File: src/rtl/instr_loader.sv
// instr_loader: packs the UART RX byte stream (big-endian) into 32-bit words and writes them to IF instruction memory from address 0.
// Latency: the write strobe appears one cycle after the edge that accepts a word's 4th byte; HALT/overflow status appears with that strobe.
// Backpressure: none; one byte per cycle is absorbed. Optional LOADER_CHECKSUM_EN adds a trailing XOR checksum byte after HALT.
module instr_loader #(
  parameter int unsigned          BITS_SIZE  = 32,
  parameter int unsigned          SIZE_TOTAL = 256,
  parameter logic [BITS_SIZE-1:0] HALT_WORD  = 32'hFFFFFFFF
) (
  input  logic                 i_clk,
  input  logic                 i_reset,
  input  logic                 i_start,
  input  logic                 i_rx_done,
  input  logic [7:0]           i_rx_data,
  output logic [BITS_SIZE-1:0] o_instruction_address,
  output logic [BITS_SIZE-1:0] o_instruction,
  output logic                 o_flag_write_intruc,
  output logic                 o_loading,
  output logic                 o_load_done,
  output logic                 o_overflow,
  output logic                 o_load_error
);

  // Byte address of the last word slot; writing a non-HALT word here ends the load.
  localparam logic [BITS_SIZE-1:0] LAST_ADDR  = BITS_SIZE'(SIZE_TOTAL - 4);
  localparam logic [BITS_SIZE-1:0] WORD_BYTES = BITS_SIZE'(4);

`ifdef LOADER_CHECKSUM_EN
  typedef enum logic [1:0] {IDLE, RECV, DONE, CHECK} state_t;
`else
  typedef enum logic [1:0] {IDLE, RECV, DONE} state_t;
`endif

  state_t                 state;
  logic [1:0]             byte_cnt;
  logic [BITS_SIZE-1:0]   addr_cnt;
  // Only the first three bytes need storing; the fourth comes straight from i_rx_data.
  logic [BITS_SIZE-9:0]   asm_word;
  logic [BITS_SIZE-1:0]   word_next;
`ifdef LOADER_CHECKSUM_EN
  logic [7:0]             csum;
`endif

  // Word formed by the bytes held so far plus the byte arriving this cycle.
  assign word_next = {asm_word, i_rx_data};

`ifndef LOADER_CHECKSUM_EN
  assign o_load_error = 1'b0;
`endif

  // Loader FSM: state, byte/address counters, assembly register and all registered outputs.
  always_ff @(posedge i_clk) begin
    if (i_reset) begin
      state                 <= IDLE;
      byte_cnt              <= 2'd0;
      addr_cnt              <= '0;
      asm_word              <= '0;
      o_instruction_address <= '0;
      o_instruction         <= '0;
      o_flag_write_intruc   <= 1'b0;
      o_loading             <= 1'b0;
      o_load_done           <= 1'b0;
      o_overflow            <= 1'b0;
`ifdef LOADER_CHECKSUM_EN
      csum                  <= 8'h00;
      o_load_error          <= 1'b0;
`endif
    end else begin
      o_flag_write_intruc <= 1'b0;
      if (i_start) begin
        // Start (or restart mid-load): drop any partial word and begin again at address 0.
        state       <= RECV;
        o_loading   <= 1'b1;
        byte_cnt    <= 2'd0;
        addr_cnt    <= '0;
        asm_word    <= '0;
        o_load_done <= 1'b0;
        o_overflow  <= 1'b0;
`ifdef LOADER_CHECKSUM_EN
        csum         <= 8'h00;
        o_load_error <= 1'b0;
`endif
      end else begin
        case (state)
          RECV: begin
            if (i_rx_done) begin
              byte_cnt <= byte_cnt + 2'd1;
              asm_word <= word_next[BITS_SIZE-9:0];
`ifdef LOADER_CHECKSUM_EN
              csum     <= csum ^ i_rx_data;
`endif
              if (byte_cnt == 2'd3) begin
                o_instruction         <= word_next;
                o_instruction_address <= addr_cnt;
                o_flag_write_intruc   <= 1'b1;
                addr_cnt              <= addr_cnt + WORD_BYTES;
                if (word_next == HALT_WORD) begin
                  // HALT is still written; status flips in the same cycle as its strobe.
                  o_loading <= 1'b0;
`ifdef LOADER_CHECKSUM_EN
                  state       <= CHECK;
`else
                  state       <= DONE;
                  o_load_done <= 1'b1;
`endif
                end else if (addr_cnt == LAST_ADDR) begin
                  // Memory full without HALT: stop here so the address never wraps.
                  state       <= DONE;
                  o_loading   <= 1'b0;
                  o_load_done <= 1'b1;
                  o_overflow  <= 1'b1;
                end
              end
            end
          end
`ifdef LOADER_CHECKSUM_EN
          CHECK: begin
            if (i_rx_done) begin
              state        <= DONE;
              o_load_done  <= 1'b1;
              o_load_error <= (i_rx_data != csum);
            end
          end
`endif
          default: ;
        endcase
      end
    end
  end

endmodule

File: config.mk
export PLATFORM = sky130hd
export DESIGN_NAME = instr_loader
export DESIGN_NICKNAME = d
export VERILOG_FILES = /design/src/rtl/instr_loader.sv
export SDC_FILE = /design/constraint.sdc
export NUM_CORES = 1
export LEC_CHECK = 0
export ABC_AREA = 0
export CORE_ASPECT_RATIO = 0.6
export CORE_MARGIN = 3
export CORE_UTILIZATION = 56
export DETAILED_ROUTE_END_ITERATION = 8
export PLACE_DENSITY = 0.92
export SYNTH_ARGS = -nofsm -noshare
export SYNTH_HDL_FRONTEND = slang
export SYNTH_SLANG_ARGS = --single-unit
File: constraint.sdc
create_clock -name i_clk -period 3.98 [get_ports i_clk]
set_input_delay 0.796 -clock i_clk [delete_from_list [all_inputs] [get_ports i_clk]]
set_output_delay 0.796 -clock i_clk [all_outputs]
set_load 0.05 [all_outputs]
==> results.yml, run 1 <==
status:
  status: "finished clean"
clock_network:
  worst_setup_hold_path_clk_slew_ps: 50
  numCtsBuffers: 17
  cts_tree: "done"
  ctsRootBufferMaster: "clkbuf_16"
  cts.sinks: 122
  cts_resized: 0
  clk-insertion-delay-late_ps: 410
  ctsHoldBuffers: 0
  htree_levels: 4
  cts_buffer_depth: 2
  postCtsSetupBuffers: 0
grt:
  grt_overflow_total: 0
  grt_max_degree: 66
  met2_usage_pct: 43.07
  grt_util_met3_pct: 8.680
  grt_first_pass_wirelength_mm: 20.93
  grt_pass1_vias: 4198
  use_met1_pct: 38.04
  gr-usage-all-layers_pct: 28.25
  busiest_layer: "met2"
  antenna_found_initial: 0
floorplan:
  die_x_um: 123.7
  num_rows: 25
  die_h_um: 76.63
  ios: 81
  die_area_mm2: 0.009479
  start_util_pct: 58.37
  coreArea_mm2: 0.007976
yosys:
  ys_seq_elements: 122
  syn_inst: 578
  syn_area_mm2: 0.004656
  netlist-cell-type-count: 34
  yosys_warnings: 0
  avgSynthCellArea_um2: 8.055
  yosysSeqAreaShare_pct: 52.46
routing:
  vias_per_cell: 5.733
  final_antenna_net_count: 0
  avgRoutedWirePerCell_um: 16.91
  wirelength_mm: 12.94
  first_pass_iters: 5
  drt_iter0_drc: 509
  num_vias: 4386
  drc: 0
worst_setup_path:
  cp-start-kind: "input port"
  worstPathArrival_ps: 3070
  crit_type: "in2reg"
  endpoint_kind: "register"
  crit_required_ps: 4330
  crit_fanout: 11
sta:
  finalSetupViolCount: 0
  setup_slack_ps: 1254
  timing.fmax_mhz: 366.9
  tns_ps: 0
  clock_skew_ps: 6.062
  drv_slew: 0
  grt_setup_unrepaired: "false"
  worst_pin_slew_ps: 745.9
  hold_violations: 0
  relSlewSlack_pct: 50.15
  finalCriticalPeriod_ps: 2726
  hold_slack_ps: 451.8
  fin_crit_sh_pct: 68.49
cells_and_area:
  nNetsFinal: 658
  areaGrowthSynthToFinish_pct: 30.10
  fin_area_mm2: 0.006057
  drive_above_1_share_pct: 8.067
  antenna_cells: 0
  fin_util_pct: 75.94
  instances_no_fill: 765
placement:
  portBuffers: 77
  dp_slack_ps: 916.0
  gp_congestion: 0.8826
  place_inst: 733
  dpl.hpwl_mm: 8.073
  place_area_mm2: 0.005484
pwr:
  irDropWorstVdd_mv: 0.3138
  leakage_nw: 2.006
  powerDensity_mw_per_mm2: 458.2
  power_mw: 2.776
hold_path:
  holdCritPathClass: "reg2reg"
job:
  cap_violations: 0
cells in the mapped netlist:
cell        n  area, um2
or3_2       4      30.03
a21oi_1    99      495.5
nor3_1      2      10.01
nand2_1   189      709.4
or2_2       3      18.77
o21ba_2     1      10.01
and3_1      2      12.51
and4_2      2      20.02
buf_4       4      30.03
o21ai_0     8      40.04
nand2b_1    1      6.260
nand3_1    12      60.06
xnor2_1     9      78.83
o22ai_1     1      6.260
or3_1       5      31.28
and4_1      1      8.760
buf_1       3      11.26
dfxtp_1   122       2442
ha_1        2      25.02
and3_2      2      15.01
inv_1       3      11.26
nand4b_2    1      15.01
clkbuf_1   29      108.9
conb_1      1      3.750
o21bai_1    1      7.510
xor2_1     11      96.34
nor4_1      9      56.30
or4_1       2      15.01
nor2_1     29      108.9
nor4_4      1      21.27
o31ai_1     2      15.01
nand4_4     2      42.54
buf_2       1      5.000
nand4_1    14      87.58
sequential cells by signal, indices dropped and copies added (netlist names):
name / count
o_instruction: 32
addr_cnt: 30
o_instruction_address: 30
asm_word: 24
byte_cnt: 2
o_flag_write_intruc: 1
o_load_done: 1
o_loading: 1
o_overflow: 1
critical path, cell delays in order:
cell,delay [ps]
clkdlybuf4s50_1,510
nand4b_2,320
nor2_1,390
nand4_1,390
or4_1,520
a21oi_1,140
layout by cell type (no fill, tap or decap), types with 4 or more instances in the layout:
| cell | instances |
|---|---|
| dfxtp_1 | 122 |
| nand2_1 | 189 |
| xor2_1 | 11 |
| or3_1 | 5 |
| nor4_1 | 9 |
| clkdlybuf4s50_1 | 76 |
| nand3_1 | 11 |
| nand4_1 | 14 |
| clkinv_2 | 7 |
| a21oi_1 | 99 |
| nor2_1 | 28 |
| or3_2 | 4 |
| clkbuf_16 | 17 |
| xnor2_1 | 9 |
| o21ai_0 | 8 |
per-layer routing:
metal  up-vias  wire, um
li1       2053         -
met1      2062      5495
met2       242      5974
met3        29      1190
met4         0       277
met5         -         0
cells by family after synthesis:
kind of cell / count (synthesis) / share of synthesized area [%]
buffers and inverters: 40 / 3.574
and+or+nand+nor: 281 / 27.25
AOI/OAI and AO/OA: 112 / 12.34
adders and majority gates: 2 / 0.5374
DFF: 122 / 52.46
other: 1 / 0.08055
xor gates and xnor gates: 20 / 3.762
worst paths after layout:
kind / startpoint / to / slack (ps) / cells past startpoint
max: i_rx_done / addr_cnt[31] / 1250 / 6
min: o_instruction[24] / o_instruction[24] / 450 / 2
max reg2reg: byte_cnt[0] / addr_cnt[31] / 1430 / 6
min reg2reg: o_instruction[24] / o_instruction[24] / 450 / 2
where the power goes:
part	total, mW	internal [mW]	switching (mW)
Sequential	1.23	1.23	0.00444
Clock	1.47	0.961	0.514
Combinational	0.0702	0.0177	0.0525
cell type report:
class	instances	area (um2)
timing repair buffer	82	828.3
clock inverter	9	95.09
clock buffer	23	478.0
sequential	122	2442
inverter	3	11.26
fill	532	1919
tap	108	135.1
multi-input combinational	418	2067
Note: power is estimated with default switching activity, not from simulation.
==> run 2: changes to the inputs <==
- CORE_UTILIZATION: 56 -> 52
- PLACE_DENSITY: 0.92 -> 0.87
- clock period: 3.98 -> 2.7 ns (I/O delays scaled with it)
==> results.yml, run 2 (same netlist as run 1, synthesis figures left out) <==
status:
  status: "finished clean"
pwr:
  combPwrFrac_pct: 2.4
  intPower_mw: 3.397
  irDropWorstVdd_mv: 0.4346
  switching_share_pct: 19.89
  leakage_nw: 2.052
  pwr-share-clk_pct: 54.8
  power_frac_seq_pct: 42.8
  powerDensity_mw_per_mm2: 688.1
  power_switching_mw: 0.8435
floorplan:
  die_h_um: 79.30
  die_area_mm2: 0.01016
  ios: 81
  coreArea_mm2: 0.008621
  die_x_um: 128.2
  start_util_pct: 54.01
  num_rows: 26
worst_setup_path:
  endpoint_kind: "output pin"
  cp.buffers_inverters: 1
  slowest_stage: "clkdlybuf4s50_1"
  cp_slowest_stage_delay_ps: 860
  r2r_start: "byte_cnt[0]"
  crit_fanout: 5
  crit_type: "reg2out"
  rr_endpoint: "addr_cnt[30]"
  worstPathArrival_ps: 1680
  cp-start-kind: "register"
  crit_required_ps: 2160
  cp_cell_sequence: "clkdlybuf4s50_1"
  cpLargestDelayFamily: "buffers and inverters"
  r2r_setup_slack_ps: 570
  reg2reg_depth: 6
clock_network:
  ctsRootBufferMaster: "clkbuf_16"
  numCtsBuffers: 17
  cts_tree: "done"
  cts.sinks: 122
  ctsHoldBuffers: 0
  postCtsSetupBuffers: 0
  cts_buffer_depth: 2
  htree_levels: 4
  worst_setup_hold_path_clk_slew_ps: 50
  cts_resized: 0
  clk-insertion-delay-late_ps: 410
sta:
  tns_ps: 0
  timing.fmax_mhz: 449.7
  hold_violations: 0
  finalSetupViolCount: 0
  grt_setup_unrepaired: "false"
  fin_crit_sh_pct: 82.36
  setup_slack_ps: 476.4
  worst_pin_slew_ps: 665.9
  drv_slew: 0
  relSlewSlack_pct: 55.61
  clock_skew_ps: 6.634
  finalCriticalPeriod_ps: 2224
routing:
  first_pass_iters: 5
  drc: 0
  num_vias: 4314
  drt_iter0_drc: 445
  final_antenna_net_count: 0
  vias_per_cell: 5.559
  avgRoutedWirePerCell_um: 15.49
  wirelength_mm: 12.02
cells_and_area:
  final_common_cell: "nand2_1"
  antenna_cells: 0
  max_flop_register: "o_instruction"
  fillers: 615
  nNetsFinal: 666
  areaGrowthSynthToFinish_pct: 32.38
  top_regs: "o_instruction (32), addr_cnt (30), o_instruction_address (30)"
  largest_reg_flops: 32
  drive_above_1_share_pct: 9.187
  layout_common_cells: "nand2_1, dfxtp_1, a21oi_1"
grt:
  gr-usage-all-layers_pct: 24.76
  grt_overflow_total: 0
  grt_first_pass_wirelength_mm: 19.94
  grt_pass1_vias: 4061
  antenna_found_initial: 0
  grt_max_degree: 66
placement:
  dp_slack_ps: 170.5
  gp_congestion: 0.8505
  portBuffers: 77
  dpl.hpwl_mm: 8.045
hold_path:
  holdCritPathClass: "reg2reg"
  whs_endpoint: "o_instruction_address[6]"
  worstHoldStart: "o_instruction_address[6]"
  holdPathStages: 2
job:
  cap_violations: 0
==> run 2: changes by cell type in the layout (fill, tap and decap cells not counted) <==
cell / previous run / this run
buf_4: 3 / 11
clkinv_2: 7 / 3
clkbuf_8: 3 / 5
bufinv_16: 2 / 3
clkbuf_1: 3 / 2
clkinvlp_4: 0 / 1
==> run 2: how the worst max path moves through the flow <==
| stage | from | end | slack, ps | depth (start not counted) |
|---|---|---|---|---|
| final | o_load_done | o_load_done | 480 | 1 |
| after global routing | byte_cnt[0] | addr_cnt[30] | 380 | 6 |
| after CTS | o_load_done | o_load_done | 490 | 1 |
| after detailed placement | i_rx_done | addr_cnt[30] | 170 | 6 |
| after global placement | i_rx_done | addr_cnt[30] | 180 | 6 |
| after floorplan | o_loading | addr_cnt[30] | 550 | 5 |
==> run 2: final cells by class <==
cell class	instances	area (um2)	share of cell area [%]
clock buffer	24	501.7	8.140
clock inverter	7	112.6	1.827
inverter	3	11.26	0.1827
sequential	122	2442	39.63
timing repair buffer	90	888.4	14.41
multi-input combinational	418	2067	33.54
tap	112	140.1	2.274
==> run 2: metrics by stage <==
stage	hold slack, ps	area [um2]	power, mW	util [%]	instances
finish	452.2	6163	4.241	71.49	776
global placement	443.4	5549	1.947	64.37	745
global route	467.3	6163	4.357	71.49	776
detailed placement	445.3	5549	1.950	64.37	745
CTS	452.4	6163	4.255	71.49	776
floorplan	440.0	4663	1.914	-	580
==> run 2: worst reg2reg max path, delay by kind of cell, from the launching register on <==
kind	cells	cell delay, ps
DFF	1	350
and+or+nand+nor	4	1290
adders and majority gates	1	270
AOI/OAI and AO/OA	1	150
==> run 2: routing by layer <==
layer	GRT usage (%)	wire length (um)	up-vias
met2	35.75	5178	179
met1	35.25	5730	2037
met5	0	0	-
li1	-	-	2081
met3	7.527	959	17
met4	8.051	153	0
==> run 2: power groups by stage <==
stage | Clock (mW) | Sequential (mW) | Combinational, mW
3_3_place_gp | 0 | 1.85 | 0.0968
5_1_grt | 2.44 | 1.81 | 0.109
3_5_place_dp | 0 | 1.85 | 0.0991
2_1_floorplan | 0 | 1.85 | 0.0607
4_1_cts | 2.34 | 1.81 | 0.101
6_report | 2.32 | 1.81 | 0.103
==> run 3: changes to the inputs <==
- clock period: 2.7 -> 2.08 ns (I/O delays scaled with it)
==> results.yml, run 3 (same netlist as run 1, synthesis figures left out) <==
worst_setup_path:
  crit_end: "addr_cnt[16]"
  cp_cell_sequence: "ha_2 -> nand4b_4 -> buf_12 -> nor3_1 -> buf_4 -> nand3_1 -> xor2_1 -> nor2_1"
  cp-start-kind: "register"
  crit_required_ps: 2370
  r2r_start: "byte_cnt[0]"
  endpoint_kind: "register"
  slowest_stage: "dfxtp_1"
  r2r_setup_slack_ps: 20
  crit_fanout: 5
  rr_endpoint: "addr_cnt[16]"
  cp_slowest_stage_delay_ps: 370
  worstPathArrival_ps: 2340
  reg2reg_depth: 8
  critPathLaunch: "byte_cnt[0]"
  crit_type: "reg2reg"
placement:
  dp_slack_ps: -350.3
  portBuffers: 77
  dpl.hpwl_mm: 8.455
  place_inst: 763
  gp_congestion: 0.9388
cells_and_area:
  largest_reg_flops: 32
  final_common_cell: "nand2_1"
  nNetsFinal: 687
  areaGrowthSynthToFinish_pct: 38.75
  max_flop_register: "o_instruction"
  drive_above_1_share_pct: 13.12
  antenna_cells: 0
  layout_common_cells: "nand2_1, dfxtp_1, a21oi_1"
  instances_no_fill: 798
  top_regs: "o_instruction (32), addr_cnt (30), o_instruction_address (30)"
floorplan:
  ios: 81
  coreArea_mm2: 0.008621
  num_rows: 26
  die_x_um: 128.2
  die_h_um: 79.30
  die_area_mm2: 0.01016
  start_util_pct: 54.01
clock_network:
  cts.sinks: 122
  ctsHoldBuffers: 0
  cts_tree: "done"
  worst_setup_hold_path_clk_slew_ps: 60
  ctsRootBufferMaster: "clkbuf_16"
  numCtsBuffers: 17
  clk-insertion-delay-late_ps: 410
  htree_levels: 4
  cts_buffer_depth: 2
sta:
  relSlewSlack_pct: 54.97
  clock_skew_ps: 4.735
  hold_slack_ps: 349.3
  drv_slew: 0
  finalCriticalPeriod_ps: 2058
  fin_crit_sh_pct: 98.93
  setup_slack_ps: 22.29
  hold_violations: 0
  timing.fmax_mhz: 486.0
  worst_pin_slew_ps: 675.4
  finalSetupViolCount: 0
routing:
  dr_wl_met3_mm: 1.219
  avgRoutedWirePerCell_um: 16.40
  met2_length_mm: 5.671
  drt_iter0_drc: 441
  first_pass_iters: 5
  wirelength_mm: 13.09
  drc: 0
  met1_length_mm: 5.953
  num_vias: 4468
  maxUsedRoutingLayer: "met4"
  vias_per_cell: 5.599
  final_antenna_net_count: 0
pwr:
  leakage_nw: 2.217
  irDropWorstVdd_mv: 0.6059
  powerDensity_mw_per_mm2: 915.5
  power_mw: 5.914
hold_path:
  holdCritPathClass: "in2reg"
grt:
  grt_max_degree: 66
  grt_pass1_vias: 4290
  antenna_found_initial: 0
  grt_overflow_total: 0
  grt_first_pass_wirelength_mm: 21.07
  gr-usage-all-layers_pct: 26.17
job:
  cap_violations: 0
status:
  status: "finished clean"
## run 3: cell types whose count changed in the layout (fill, tap and decap cells not counted), moves of 2 or more
cell	previous run	this run
buf_4	11	30
bufinv_16	3	6
clkbuf_8	5	2
clkinv_2	3	0
clkinv_4	0	3
buf_12	2	4
clkbuf_1	2	0
inv_6	0	2
nor2_1	28	26
nor2_4	1	3
## run 3: metrics by stage
stage / util (%) / area [um2] / TNS (ps)
finish: 74.93 / 6460 / 0
global route: 74.93 / 6460 / -48.42
CTS: 74.22 / 6399 / -25.46
detailed placement: 66.10 / 5698 / -4014
global placement: 66.10 / 5698 / -2265
floorplan: - / 4664 / 0
## run 3: report_power, final
part / internal (mW) / switching, mW / leakage (nW)
registers: 2.34 / 0.00918 / 0.983
clock network: 2.32 / 1.10 / 0.330
logic: 0.0403 / 0.0981 / 0.903
## run 3: how the worst min path moves through the flow
stage                            from           endpoint  slack [ps]  depth (start not counted)
CTS                           i_reset         o_overflow         330                          3
floorplan                 byte_cnt[1]        byte_cnt[1]         440                          2
finish                        i_reset         o_overflow         350                          3
global placement     o_instruction[8]   o_instruction[8]         440                          2
detailed placement  o_instruction[23]  o_instruction[23]         450                          2
global route                  i_reset         o_overflow         380                          3
## run 3: repair_timing
item | CTS | global route
endpoints found under the setup margin | 4 | 12
resized for setup | 2 | 6
buffers inserted | 0 | 3
pin swaps | 0 | 2
## run 3: layout make-up
class                   instances  area [um2]
clock buffers                  19       452.9
clock inverters                13       239.0
fillers                       555        2161
inverters                       3       11.26
multi-input cells             418        2100
flip-flops and latches        122        2444
well taps                     112       140.1
repair buffers                111        1074
## run 3: worst max-delay path, delay by kind of cell, from the launching register on
| kind | cells | cell delay (ps) |
|---|---|---|
| adders and majority gates | 1 | 240 |
| xor gates and xnor gates | 1 | 220 |
| and+or+nand+nor | 4 | 710 |
| buffers and inverters | 2 | 390 |
| DFF | 1 | 370 |
## run 3: metal layers
| layer | GRT usage (%) | vias to the layer above |
|---|---|---|
| met1 | 36.47 | 2086 |
| met2 | 38.31 | 224 |
| met3 | 7.863 | 31 |
| met4 | 9.640 | 0 |
| met5 | 0 | - |
| li1 | - | 2127 |
